File: src/rtl/cmp_rs_pkg.sv
// Shared types for the integer compare reservation station.
package cmp_rs_pkg;

    localparam int unsigned RS_ID_WIDTH = 5;
    localparam int unsigned DATA_WIDTH  = 32;
    localparam int unsigned CRF_WIDTH   = 3;

    typedef struct packed {
        logic cmp_signed;
        logic cmp_l;
    } cmp_decode_t;

    typedef struct packed {
        logic                   busy;
        logic [DATA_WIDTH-1:0]  op1;
        logic                   op1_valid;
        logic [RS_ID_WIDTH-1:0] op1_tag;
        logic [DATA_WIDTH-1:0]  op2;
        logic                   op2_valid;
        logic [RS_ID_WIDTH-1:0] op2_tag;
        logic                   so;
        logic                   so_valid;
        logic [RS_ID_WIDTH-1:0] so_tag;
        logic [CRF_WIDTH-1:0]   crf;
        cmp_decode_t            control;
    } cmp_rs_entry_t;

    // True when a broadcast supplies a still-missing operand.
    function automatic logic tag_hit(input logic                   bus_valid,
                                     input logic [RS_ID_WIDTH-1:0] bus_id,
                                     input logic [RS_ID_WIDTH-1:0] tag,
                                     input logic                   valid);
        return bus_valid && !valid && (tag == bus_id);
    endfunction

endpackage

File: src/rtl/cmp_rs_select.sv
// Lowest-index priority encoder: one-hot grant plus binary index.
module cmp_rs_select #(
    parameter int unsigned N     = 4,
    parameter int unsigned IDX_W = $clog2(N)
) (
    input  logic [N-1:0]     req,
    output logic [N-1:0]     grant,
    output logic [IDX_W-1:0] idx,
    output logic             any
);

    logic found;

    always_comb begin
        grant = '0;
        idx   = '0;
        found = 1'b0;
        for (int i = 0; i < int'(N); i++) begin
            if (req[i] && !found) begin
                grant[i] = 1'b1;
                idx      = IDX_W'(i);
                found    = 1'b1;
            end
        end
    end

    assign any = |req;

endmodule

File: src/rtl/cmp_rs.sv
// Compare-unit reservation station: operand wakeup from GPR/XER broadcasts
// and in-order-by-index issue of ready entries.
module cmp_rs
    import cmp_rs_pkg::*;
#(
    parameter int unsigned DEPTH      = 4,
    parameter int unsigned RS_ID_BASE = 8
) (
    input  logic                   clk,
    input  logic                   rst_n,
    input  logic                   flush,
    input  logic                   disp_valid,
    output logic                   disp_ready,
    output logic [RS_ID_WIDTH-1:0] disp_rs_id,
    input  logic [DATA_WIDTH-1:0]  disp_op1,
    input  logic [DATA_WIDTH-1:0]  disp_op2,
    input  logic                   disp_op1_valid,
    input  logic                   disp_op2_valid,
    input  logic [RS_ID_WIDTH-1:0] disp_op1_tag,
    input  logic [RS_ID_WIDTH-1:0] disp_op2_tag,
    input  logic                   disp_so,
    input  logic                   disp_so_valid,
    input  logic [RS_ID_WIDTH-1:0] disp_so_tag,
    input  logic [CRF_WIDTH-1:0]   disp_crf,
    input  cmp_decode_t            disp_control,
    input  logic                   gpr_bus_valid,
    input  logic [RS_ID_WIDTH-1:0] gpr_bus_rs_id,
    input  logic [DATA_WIDTH-1:0]  gpr_bus_data,
    input  logic                   xer_bus_valid,
    input  logic [RS_ID_WIDTH-1:0] xer_bus_rs_id,
    input  logic                   xer_bus_so,
    output logic                   issue_valid,
    input  logic                   issue_ready,
    output logic [RS_ID_WIDTH-1:0] issue_rs_id,
    output logic [CRF_WIDTH-1:0]   issue_crf,
    output logic [DATA_WIDTH-1:0]  issue_op1,
    output logic [DATA_WIDTH-1:0]  issue_op2,
    output logic                   issue_so,
    output cmp_decode_t            issue_control
);

    localparam int unsigned IDX_W = $clog2(DEPTH);

    cmp_rs_entry_t ent     [DEPTH];
    cmp_rs_entry_t ent_nxt [DEPTH];
    cmp_rs_entry_t disp_entry;

    logic [DEPTH-1:0] free_vec;
    logic [DEPTH-1:0] rdy_vec;
    logic [DEPTH-1:0] free_grant;
    logic [DEPTH-1:0] rdy_grant;
    logic [IDX_W-1:0] free_idx;
    logic [IDX_W-1:0] sel_idx;
    logic             free_any;
    logic             rdy_any;
    logic             disp_fire;
    logic             issue_fire;

    // Free/ready vectors come from registered state only.
    always_comb begin
        for (int i = 0; i < int'(DEPTH); i++) begin
            free_vec[i] = !ent[i].busy;
            rdy_vec[i]  = ent[i].busy && ent[i].op1_valid && ent[i].op2_valid && ent[i].so_valid;
        end
    end

    cmp_rs_select #(.N(DEPTH), .IDX_W(IDX_W)) u_free_sel (
        .req   (free_vec),
        .grant (free_grant),
        .idx   (free_idx),
        .any   (free_any)
    );

    cmp_rs_select #(.N(DEPTH), .IDX_W(IDX_W)) u_rdy_sel (
        .req   (rdy_vec),
        .grant (rdy_grant),
        .idx   (sel_idx),
        .any   (rdy_any)
    );

    assign disp_ready    = rst_n && free_any;
    assign disp_rs_id    = RS_ID_WIDTH'(RS_ID_BASE) + RS_ID_WIDTH'(free_idx);
    assign disp_fire     = disp_valid && disp_ready;

    assign issue_valid   = rdy_any;
    assign issue_fire    = issue_valid && issue_ready;
    assign issue_rs_id   = RS_ID_WIDTH'(RS_ID_BASE) + RS_ID_WIDTH'(sel_idx);
    assign issue_crf     = ent[sel_idx].crf;
    assign issue_op1     = ent[sel_idx].op1;
    assign issue_op2     = ent[sel_idx].op2;
    assign issue_so      = ent[sel_idx].so;
    assign issue_control = ent[sel_idx].control;

    // New entry image, with same-cycle broadcast bypass for missing operands.
    always_comb begin
        disp_entry           = '0;
        disp_entry.busy      = 1'b1;
        disp_entry.op1       = disp_op1;
        disp_entry.op1_valid = disp_op1_valid;
        disp_entry.op1_tag   = disp_op1_tag;
        disp_entry.op2       = disp_op2;
        disp_entry.op2_valid = disp_op2_valid;
        disp_entry.op2_tag   = disp_op2_tag;
        disp_entry.so        = disp_so;
        disp_entry.so_valid  = disp_so_valid;
        disp_entry.so_tag    = disp_so_tag;
        disp_entry.crf       = disp_crf;
        disp_entry.control   = disp_control;
        if (tag_hit(gpr_bus_valid, gpr_bus_rs_id, disp_op1_tag, disp_op1_valid)) begin
            disp_entry.op1       = gpr_bus_data;
            disp_entry.op1_valid = 1'b1;
        end
        if (tag_hit(gpr_bus_valid, gpr_bus_rs_id, disp_op2_tag, disp_op2_valid)) begin
            disp_entry.op2       = gpr_bus_data;
            disp_entry.op2_valid = 1'b1;
        end
        if (tag_hit(xer_bus_valid, xer_bus_rs_id, disp_so_tag, disp_so_valid)) begin
            disp_entry.so       = xer_bus_so;
            disp_entry.so_valid = 1'b1;
        end
    end

    // Per-entry update: capture, issue release, allocation, then flush wins.
    always_comb begin
        for (int i = 0; i < int'(DEPTH); i++) begin
            ent_nxt[i] = ent[i];
            if (ent[i].busy) begin
                if (tag_hit(gpr_bus_valid, gpr_bus_rs_id, ent[i].op1_tag, ent[i].op1_valid)) begin
                    ent_nxt[i].op1       = gpr_bus_data;
                    ent_nxt[i].op1_valid = 1'b1;
                end
                if (tag_hit(gpr_bus_valid, gpr_bus_rs_id, ent[i].op2_tag, ent[i].op2_valid)) begin
                    ent_nxt[i].op2       = gpr_bus_data;
                    ent_nxt[i].op2_valid = 1'b1;
                end
                if (tag_hit(xer_bus_valid, xer_bus_rs_id, ent[i].so_tag, ent[i].so_valid)) begin
                    ent_nxt[i].so       = xer_bus_so;
                    ent_nxt[i].so_valid = 1'b1;
                end
            end
            if (issue_fire && rdy_grant[i]) begin
                ent_nxt[i].busy = 1'b0;
            end
            if (disp_fire && free_grant[i]) begin
                ent_nxt[i] = disp_entry;
            end
            if (flush) begin
                ent_nxt[i].busy = 1'b0;
            end
        end
    end

    always_ff @(posedge clk or negedge rst_n) begin
        if (!rst_n) begin
            for (int i = 0; i < int'(DEPTH); i++) begin
                ent[i] <= '0;
            end
        end else begin
            for (int i = 0; i < int'(DEPTH); i++) begin
                ent[i] <= ent_nxt[i];
            end
        end
    end

endmodule

File: config.mk
export PLATFORM = sky130hd
export DESIGN_NAME = cmp_rs
export DESIGN_NICKNAME = d
export VERILOG_FILES = /design/src/rtl/cmp_rs_pkg.sv /design/src/rtl/cmp_rs_select.sv /design/src/rtl/cmp_rs.sv
export SDC_FILE = /design/constraint.sdc
export NUM_CORES = 1
export LEC_CHECK = 0
export ABC_AREA = 1
export CAP_MARGIN = 20
export CORE_MARGIN = 2
export CORE_UTILIZATION = 35
export CTS_CLUSTER_DIAMETER = 150
export DETAILED_ROUTE_END_ITERATION = 12
export DONT_BUFFER_PORTS = 1
export SLEW_MARGIN = 40
export SYNTH_ARGS = -nofsm -noshare
export SYNTH_HDL_FRONTEND = slang
export SYNTH_SLANG_ARGS = --single-unit
export TNS_END_PERCENT = 10
File: constraint.sdc
create_clock -name clk -period 1.7 [get_ports clk]
set_input_delay 0.255 -clock clk [delete_from_list [all_inputs] [get_ports clk]]
set_output_delay 0.255 -clock clk [all_outputs]
set_load 0.1 [all_outputs]
# --- Yosys cells after proc, flatten, opt, wreduce, memory -nomap -nowiden ---
# Index checks and enable logic that the tools add are counted.
word_totals:
  reg_bits: 356
  in_bits: 138
  output_inout_bits: 82
  word_cells: 248
op_classes:
  addsub: 2
  order_cmp: 1
  n_eq_ne: 15
  muxes: 60
  bitwise_logic: 1
  reduce_logical: 117
ops:
  columns: ["cell", "count"]
  rows:
  - ["2-to-1 mux 33 bit", 18]
  - ["2-to-1 mux 89 bit", 4]
  - ["binary-select mux 89 bit (select 2 bit)", 1]
  - ["2-to-1 mux 88 bit", 2]
  - ["== test 5 bit", 15]
  - ["logical AND 1 bit", 59]
  - ["nonzero test 2 bit", 16]
  - ["2-to-1 mux 2 bit", 13]
  - ["logical NOT 1 bit", 24]
  - ["AND reduction 2 bit", 12]
  - ["2-to-1 mux 1 bit", 22]
  - ["nonzero test 3 bit", 4]
  - ["adder 4 x 2 -> 5 bit (first input constant)", 2]
  - ["OR reduction 4 bit", 2]
  - [">= comparator 3 bit (second input constant)", 1]
  - ["NOT 2 -> 3 bit", 1]

# --- Logic depth before layout (Yosys ltp) ---
# Gate-level depths: netlist of run 1.
logic_depth:
  ltp_word: 17
  depth_mapped: 12
  ltp_nobuf: 10

# --- Hierarchy ---
# A second synthesis of run 1 with hierarchy kept.
hier_totals:
  hier_cells: 3573
  area_unflattened_um2: 23387.4
modules_own_cells:
  columns: ["module", "n_inst", "cells_per_inst", "area_each_um2", "seq_area_each_um2"]
  rows:
  - ["cmp_rs", 1, 3545, 23242.3, 8908.5]
  - ["cmp_rs_select", 2, 14, 72.6, 0.0]

# --- Worst setup path before layout of run 1 ---
# OpenSTA, ideal clock, no wires.
synth_timing:
  kind: "flip-flop to output port"
  start: "register ent[355] (netlist bit)"
  end: "output port disp_rs_id[0]"
  arrival_time_ps: 2644
  required_time_ps: 1445
  path_slack_ps: -1199
  path_stages_with_launch: 4
  path_buffers: 1
  path_cell_list: "dfrtp_1 buf_2 inv_1 o21ai_0"
synth_via:
  elab_chain_cells: 9
  word_cells_on_any_way: 12
  cone_classes: "add/sub (1); mux (6); reduce/logical (5)"
synth_lines:
  columns: ["item", "line", "text"]
  rows:
  - ["start: declaration", "cmp_rs.sv:44", "cmp_rs_entry_t ent [DEPTH];"]
  - ["start signal: indexed assignment", "cmp_rs.sv:160", "ent[i] <= ent_nxt[i];"]
  - ["2-to-1 mux 1 bit / logical AND 1 bit (equally long branches)", "cmp_rs_select.sv:19", "if (req[i] && !found) begin"]
  - ["2-to-1 mux 1 bit", "cmp_rs_select.sv:19", null]
  - ["logical NOT 1 bit", "cmp_rs_select.sv:19", null]
  - ["logical AND 1 bit", "cmp_rs_select.sv:19", null]
  - ["2-to-1 mux 1 bit", "cmp_rs_select.sv:19", null]
  - ["logical NOT 1 bit", "cmp_rs_select.sv:19", null]
  - ["logical AND 1 bit", "cmp_rs_select.sv:19", null]
  - ["2-to-1 mux 2 bit (*)", "cmp_rs_select.sv:19", null]
  - ["adder 4 x 2 -> 5 bit (*)", "cmp_rs.sv:82", "assign disp_rs_id = RS_ID_WIDTH'(RS_ID_BASE) + RS_ID_WIDTH'(free_idx);"]
  - ["end: declaration", "cmp_rs.sv:14", "output logic [RS_ID_WIDTH-1:0] disp_rs_id,"]
# Mark *: on every way between the ends. The rest lies on a longest branch, timed or not.

# --- Worst setup path after layout of run 1 ---
layout_timing:
  start: "register ent[284] (netlist bit)"
  end: "output port issue_op2[20]"
layout_via:
  elab_chain_cells: 16
  word_cells_on_any_way: 18
  cone_classes: "mux (9); bitwise (1); reduce/logical (8)"
layout_lines:
  columns: ["item", "line", "text"]
  rows:
  - ["logical AND 1 bit (*) (2 in series)", "cmp_rs.sv:63", "rdy_vec[i] = ent[i].busy && ent[i].op1_valid && ent[i].op2_valid && ent[i].so_valid;"]
  - ["2-to-1 mux 1 bit (*)", "cmp_rs_select.sv:19", null]
  - ["logical NOT 1 bit", "cmp_rs_select.sv:19", null]
  - ["logical AND 1 bit", "cmp_rs_select.sv:19", null]
  - ["2-to-1 mux 1 bit", "cmp_rs_select.sv:19", null]
  - ["logical NOT 1 bit", "cmp_rs_select.sv:19", null]
  - ["logical AND 1 bit", "cmp_rs_select.sv:19", null]
  - ["2-to-1 mux 1 bit", "cmp_rs_select.sv:19", null]
  - ["logical NOT 1 bit", "cmp_rs_select.sv:19", null]
  - ["logical AND 1 bit", "cmp_rs_select.sv:19", null]
  - ["2-to-1 mux 2 bit (*)", "cmp_rs_select.sv:19", null]
  - ["NOT 2 -> 3 bit (implied by the code) (*)", "cmp_rs.sv:90", "assign issue_op2 = ent[sel_idx].op2;"]
  - ["binary-select mux 89 bit (select 2 bit) (*)", "cmp_rs.sv:90", null]
  - ["2-to-1 mux 88 bit (*) (2 in series)", null, null]
  - ["end: declaration", "cmp_rs.sv:37", "output logic [DATA_WIDTH-1:0] issue_op2,"]
# Mark *: on every way between the ends. The rest lies on a longest branch, timed or not. The select of a mux whose other input is x is not followed.

==> summary.txt, run 1 <==
Status
  • Status: finished, violations left
  • Failing checks: negative hold slack, negative setup slack

Yosys
  • Yosys warns: 0
  • Post-Syn Area: between 20000 and 25000 sq um
  • Syn_area_per_cell: ~6.6 sq um
  • Register area share after synthesis: approximately 39%
  • Synth Instances: 3482
  • Synth top area share: between 30% and 40%
  • Cell accounting for the most synthesized area: dfrtp_1
  • Synth cell types: 32
  • Seq cells post-synth: 356
  • Top cells by area, synth: dfrtp_1, nand3_1, nand2_1

Cells and area
  • Leading cell type in the layout, fill and taps excluded: nand3_1
  • Layout cells sized above 1: ~16%
  • Nets: approximately 3800
  • Final core utilization: a little under half
  • Max reg flops: approximately 360
  • Area grow syn2layout: 33.0%
  • Biggest regs: ent x356
  • Largest register by flop count: ent
  • Commonest cells after routing, fill and taps aside: nand3_1, nand2_1, inv_1, dfrtp_1, buf_12

Power and ir drop
  • Pwr per Cell Area: about 900 nW/um^2
  • Maximum vdd drop: roughly 0.00067 V
  • LEAKAGE: between 15 and 20 nW
  • Power Total: around 0.028 W

GRT
  • Vias in the first global route: between 20000 and 25000
  • GRT overflow: 0
  • Total track usage: roughly 28%
  • First-pass GRT wire length: roughly 140000 um
  • Initial antenna violation count: 1
  • Largest net degree at the start of global routing: 360

Timing
  • Post-route setup TNS: -89.61 ns
  • Setup Skew: 0.0354 ns
  • Slew Limit Fails: 0
  • Final Hold Viols: between 300 and 400
  • Min Hold Slack: -0.602 ns
  • Worst Tran Pin Value: between 0.9 and 1 ns
  • Endpoints failing setup: ~310
  • Max_slew headroom: a little over a third
  • Fmax: between 300 and 400 MHz
  • Final Worst Setup Slack: -0.978 ns
  • RSZ-0062 raised after global routing: true
  • Post-route clock period utilization: 158%
  • Final critical-path required period: approximately 2.7 ns

Clocking
  • Cts bufs inserted: 43
  • Clk_lat worst skew: slightly below 0.6 ns
  • Clock Pin Slew Worst Setup and Hold Paths: ~0.06 ns
  • # hold bufs at CTS: 95
  • Clk Tree Root Cell: clkbuf_16
  • CTS tree: built
  • CTS H-tree depth: 2
  • Worst-case clock buffer depth: 3
  • # clock sinks: 356

Critical path
  • WP data arrival: approximately 2.4 ns
  • CP endpoint kind: output port
  • Worst Setup Start Kind: flop
  • CP max FO: 14
  • CP required: around 1.4 ns
  • WS Path Type: reg -> out

Die
  • Die area: 67300 sq um
  • Die height: roughly 260 um
  • Die width: roughly 260 um
  • Initial Utilization: between 30% and 40%
  • Boundary pin count: 220
  • # rows: 93
  • Core area: ~64000 sq um

Detailed routing
  • Initial DRC Count: ~3000
  • Vias per cell: 5.46
  • Avg WL per Cell: between 20 and 25 um
  • Vias: ~25000
  • Detailed Routing Iterations Pass 1: 6
  • Total Wirelength: around 97000 um
  • Routed Antenna Nets: 0
  • Remaining DRCs: 0

Place
  • HPWL after detailed placement: 60900 um
  • Post-Place Setup Slack: -0.454 ns
  • Routability cong.: around 0.87
  • Port bufs: 0

Worst hold path
  • Hold WC Path Type: in -> async

Job
  • Max cap viols: 0
## stage by stage
stage               hold slack (ns)  std cells  instance area [sq um]
floorplan                   -0.0406       3486                  23200
global placement            -0.0100       4340                  26600
detailed placement          -0.0126       4340                  26600
CTS                          -0.641       4529                  29600
global route                 -0.625       4553                  30400
finish                       -0.602       4555                  30400
## cell usage after synthesis
library cell	number
o21ai_0	100
buf_2	126
nand4_1	104
or2_1	1
nor3_1	2
nand3_4	1
o21a_1	1
xnor2_1	2
buf_1	9
inv_1	605
dfrtp_1	356
o21ai_2	1
inv_2	11
nand4_2	2
o21ai_1	9
clkbuf_1	74
buf_6	5
a21oi_4	2
nand3_1	991
nand3_2	6
xor2_1	11
nand3b_4	1
buf_4	20
conb_1	2
nand2_1	944
a21oi_2	1
a21oi_1	8
nor2_1	50
nand2_2	29
or2_2	2
nor2_2	5
o22ai_1	1
## logic make-up (layout without fill, tap and decap cells)
group	Yosys count	after routing	share of synthesized area [%]
other	2	9	0.0329
buffers and inverters	850	1059	15.1
and+or+nand+nor	2138	2140	42.5
DFF	356	356	39.0
xor gates and xnor gates	13	13	0.498
AOI/OAI and AO/OA	123	123	2.84
## final timing paths
check | from | to | slack, ns | depth (start not counted)
setup / recovery | ent[284] | issue_op2[20] | -0.98 | 10
hold / removal | rst_n | ent[51] | -0.60 | 0
setup reg to reg | ent[355] | ent[88] | -0.22 | 10
hold reg to reg | ent[178] | ent[178] | 0.48 | 2
max in group asynchronous | rst_n | ent[43] | 1.55 | 0
min in group clk | disp_op2_valid | ent[106] | 0.02 | 4
## repair_timing
action                                  in CTS  in global routing
endpoints found under the setup margin     292                381
hold endpoints to repair                   703                356
pin swaps                                   21                 36
gates resized for setup                    119                134
setup buffers                               16                  8
cloned                                       4                 15
## critical path: stages (launching register included)
cell and delay (ns):
dfrtp_1 0.37, nand2_2 0.08, buf_4 0.15, o21ai_4 0.18, buf_6 0.19, nand2_8 0.14, buf_12 0.19, nand2_1 0.06
nand3_1 0.13, nand2_1 0.14, buf_12 0.18
## power by group
| group | internal, W | switching [W] | leakage, nW | total (W) |
|---|---|---|---|---|
| Combinational | 0.00303 | 0.00572 | 10.3 | 0.00875 |
| Sequential | 0.00954 | 0.000636 | 4.66 | 0.0102 |
| Clock | 0.00521 | 0.00389 | 0.675 | 0.00911 |
| Total | 0.0178 | 0.0102 | 15.6 | 0.0280 |
## routing by layer
metal  global-route usage [%]  vias to the layer above  routed length, um
li1                         -                    11440                  -
met1                     37.0                    11744              39300
met2                     43.2                     1424              43700
met4                     12.1                        0               3990
met5                        0                        -                  0
met3                     5.58                      262               9780
## final cells by class
cell class	instances	area (sq um)
Clock buffer	64	1290
Inverter	616	2340
Timing Repair Buffer	369	5190
Sequential cell	356	8910
Antenna cell	3	7.51
Multi-Input combinational cell	2282	11500
Tap cell	855	1070
Clock inverter	10	68.8
Fill cell	6525	34100
No activity file was read; power rests on OpenSTA's default activity.
==> inputs of run 2 (changes only) <==
--- a/config.mk
+++ b/config.mk
@@ -5,13 +5,13 @@
 export SDC_FILE = /design/constraint.sdc
 export NUM_CORES = 1
 export LEC_CHECK = 0
-export ABC_AREA = 1
 export CAP_MARGIN = 20
 export CORE_MARGIN = 2
 export CORE_UTILIZATION = 35
 export CTS_CLUSTER_DIAMETER = 150
 export DETAILED_ROUTE_END_ITERATION = 12
 export DONT_BUFFER_PORTS = 1
+export HOLD_SLACK_MARGIN = 0.08
 export SLEW_MARGIN = 40
 export SYNTH_ARGS = -nofsm -noshare
 export SYNTH_HDL_FRONTEND = slang
==> constraint.sdc (replaced) <==
create_clock -name clk -period 3.3 [get_ports clk]
set_input_delay 0.495 -clock clk [delete_from_list [all_inputs] [get_ports clk]]
set_output_delay 0.495 -clock clk [all_outputs]
set_load 0.1 [all_outputs]
==> summary.txt, run 2 <==
Status
  • Status: finished, violations left
  • Failing checks: negative hold slack, negative setup slack

Timing
  • Post-route clock period utilization: 106%
  • Final Worst Setup Slack: -0.194 ns
  • Endpoints failing setup: 30
  • Fmax: about 290 MHz
  • Slew Limit Fails: 0
  • Final critical-path required period: approximately 3.5 ns
  • Min Hold Slack: -0.340 ns
  • Setup Skew: 0.0257 ns
  • Final Hold Viols: between 300 and 400
  • Max_slew headroom: a little over a tenth
  • RSZ-0062 raised after global routing: false
  • Worst Tran Pin Value: around 1.3 ns

Cells and area
  • Filler Cells Inserted: roughly 4700
  • Layout cells sized above 1: 16.3%
  • Leading cell type in the layout, fill and taps excluded: dfrtp_1
  • Nets: 2083
  • Biggest regs: ent x356
  • Final Cell Area: 22500 sq um
  • Register area: between 8000 and 9000 sq um
  • Commonest cells after routing, fill and taps aside: dfrtp_1, nand2_1, inv_1, a22oi_1, dlygate4sd3_1
  • Largest register by flop count: ent
  • Antenna Cells: 0
  • Multi-input logic area: between 7000 and 8000 sq um
  • Area grow syn2layout: 27.0%
  • Max reg flops: around 360

Yosys
  • EDFF count, synth: 0
  • Syn_area_per_cell: 9.84 sq um
  • Cell accounting for the most synthesized area: dfrtp_1
  • Most common cell in the synthesized netlist: dfrtp_1
  • Synth top area share: approximately half
  • Synth top cells by count: dfrtp_1, nand2_1, inv_1
  • Post-Syn Area: roughly 18000 sq um
  • Seq cells post-synth: ~360
  • Yosys warns: 0
  • Register area share after synthesis: about half
  • Synth cell types: 50
  • Post-synth top flop: dfrtp_1
  • Synth Instances: ~1800
  • Top cells by area, synth: dfrtp_1, a22oi_1, nand2_1
  • Async set or reset register ratio after synthesis: 100%

GRT
  • First-pass GRT wire length: between 100000 and 150000 um
  • Total track usage: between 20% and 30%
  • Largest net degree at the start of global routing: 360
  • Vias in the first global route: ~16000
  • GRT overflow: 0
  • Initial antenna violation count: 0

Die
  • Die width: 229 um
  • # rows: 82
  • Boundary pin count: 220
  • Die height: around 230 um
  • Initial Utilization: between 30 and 40%
  • Core area: 50100 sq um
  • Die area: approximately 52000 sq um

Clocking
  • CTS H-tree depth: 2
  • Clock Pin Slew Worst Setup and Hold Paths: 0.06 ns
  • Worst-case clock buffer depth: 3
  • Cts bufs inserted: 41
  • Clk_lat worst skew: 0.57 ns
  • # hold bufs at CTS: around 130
  • # clock sinks: around 360
  • CTS tree: built
  • Clk Tree Root Cell: clkbuf_16

Critical path
  • Reg2reg setup slack: about 0.28 ns
  • CP max FO: around 360
  • R2R depth: 6
  • WP data arrival: 3.99 ns
  • CP max stage cell: or3_2
  • Critical Path Max Stage Delay: ~0.65 ns
  • R2r startpoint: ent[177]
  • Reg2Reg Capture Point: ent[119]
  • CP dominant cell by count: buf_4
  • CP endpoint kind: flop
  • Worst Setup Start Kind: input pin
  • CP required: 3.79 ns
  • Cell-by-cell trace of the critical path: nand2_1, or3_2, buf_4, o21ai_4, buf_4, a221o_1, dlygate4sd3_1
  • CP delay by family, top: buffers and inverters
  • Buffers & Inverters on Critical Path: 3
  • WS Path Type: in -> reg

Detailed routing
  • Vias: 15953
  • Vias per cell: around 6
  • Total Wirelength: 67300 um
  • Initial DRC Count: roughly 2100
  • Remaining DRCs: 0
  • Avg WL per Cell: approximately 25 um
  • Detailed Routing Iterations Pass 1: 12
  • Routed Antenna Nets: 0

Power and ir drop
  • Clock power share: roughly 34%
  • Maximum vdd drop: ~0.00034 V
  • Pint: 0.00884 W
  • Pwr per Cell Area: approximately 590 nW/um^2
  • Share of power burned in registers: between 40% and 50%
  • Gate power share: roughly a quarter
  • LEAKAGE: ~11 nW
  • Net Sw Power: 0.00442 W
  • Sw Ratio: between 30% and 40%

Worst hold path
  • Hold WC Path Type: in -> async

Job
  • Max cap viols: 0

Place
  • Placed inst area: slightly below 20000 sq um
  • HPWL after detailed placement: between 40000 and 50000 um
  • Routability cong.: 0.850
  • Port bufs: 0
## run 2: cell count changes after synthesis, moves of 35 or more
cell / previous run / this run
buf_2: 126 / 26
a222oi_1: 0 / 96
xnor2_1: 2 / 53
a21oi_1: 8 / 43
a22oi_1: 0 / 143
nand3_1: 991 / 6
nand2b_1: 0 / 97
inv_1: 605 / 193
o221a_1: 0 / 69
nand4_1: 104 / 18
nand2_1: 944 / 260
## run 2: repair_timing
| action | CTS | global route |
|---|---|---|
| resized for setup | 0 | 1 |
| buffers inserted | 0 | 1 |
| endpoints found under the hold margin | 536 | 356 |
| endpoints found under the setup margin | 0 | 44 |
## run 2: per-layer routing
layer / track usage [%] / wire (um)
met1: 33.0 / 26500
met2: 39.7 / 30900
met3: 6.45 / 7210
met4: 10.5 / 2610
met5: 0 / 0
## run 2: worst max-delay path by stage
| stage | from | to | slack, ns | cells past startpoint |
|---|---|---|---|---|
| floorplan | ent[177] | issue_op1[11] | -0.82 | 7 |
| global placement | disp_op2_tag[2] | ent[305] | 0.56 | 6 |
| detailed placement | disp_op2_tag[3] | ent[49] | 0.52 | 6 |
| CTS | ent[355] | issue_op1[0] | 0.10 | 5 |
| global route | ent[88] | issue_op2[10] | 0.02 | 6 |
| finish | rst_n | ent[119] | -0.19 | 7 |
## run 2: final cells by class
class	count	area share, %
clock buffers	53	4.94
clock inverters	21	0.846
inverters	193	3.22
multi-input cells	1100	35.0
flip-flops and latches	356	39.6
well taps	672	3.74
repair buffers	253	12.6
## run 2: power groups by stage
| stage | Clock [W] | Combinational [W] | Sequential (W) |
|---|---|---|---|
| after CTS | 0.00455 | 0.00336 | 0.00539 |
| after detailed placement | 0 | 0.00316 | 0.00547 |
| after global routing | 0.00473 | 0.00357 | 0.00548 |
| final | 0.00449 | 0.00337 | 0.00540 |
| after global placement | 0 | 0.00310 | 0.00544 |
| after floorplan | 0 | 0.00231 | 0.00536 |
## run 2: cell families (layout without fill, tap and decap cells)
kind of cell    after synthesis  in the layout  share of synthesized area, %
compound gates              551            551                          25.2
xor+xnor                     75             75                          3.75
buf+inv                     347            520                          8.03
flops                       356            356                          50.3
other cells                   2              6                        0.0424
simple gates                468            468                          12.7
## run 2: worst register-to-register path, delay by kind of cell, from the launching register on
family,cells,cell delay [ns]
flops,1,0.58
compound gates,1,0.26
buf+inv,2,0.88
simple gates,3,1.20
## run 2: stage by stage
stage	power, W	setup TNS [ns]	setup slack [ns]	util, %	cells
finish	0.0133	-4.53	-0.194	44.9	2648
global route	0.0138	0	0.0171	44.9	2648
CTS	0.0133	0	0.102	44.9	2646
detailed placement	0.00863	0	0.516	39.7	2444
global placement	0.00854	0	0.563	39.5	2439
floorplan	0.00767	-51.57	-0.817	-	1803
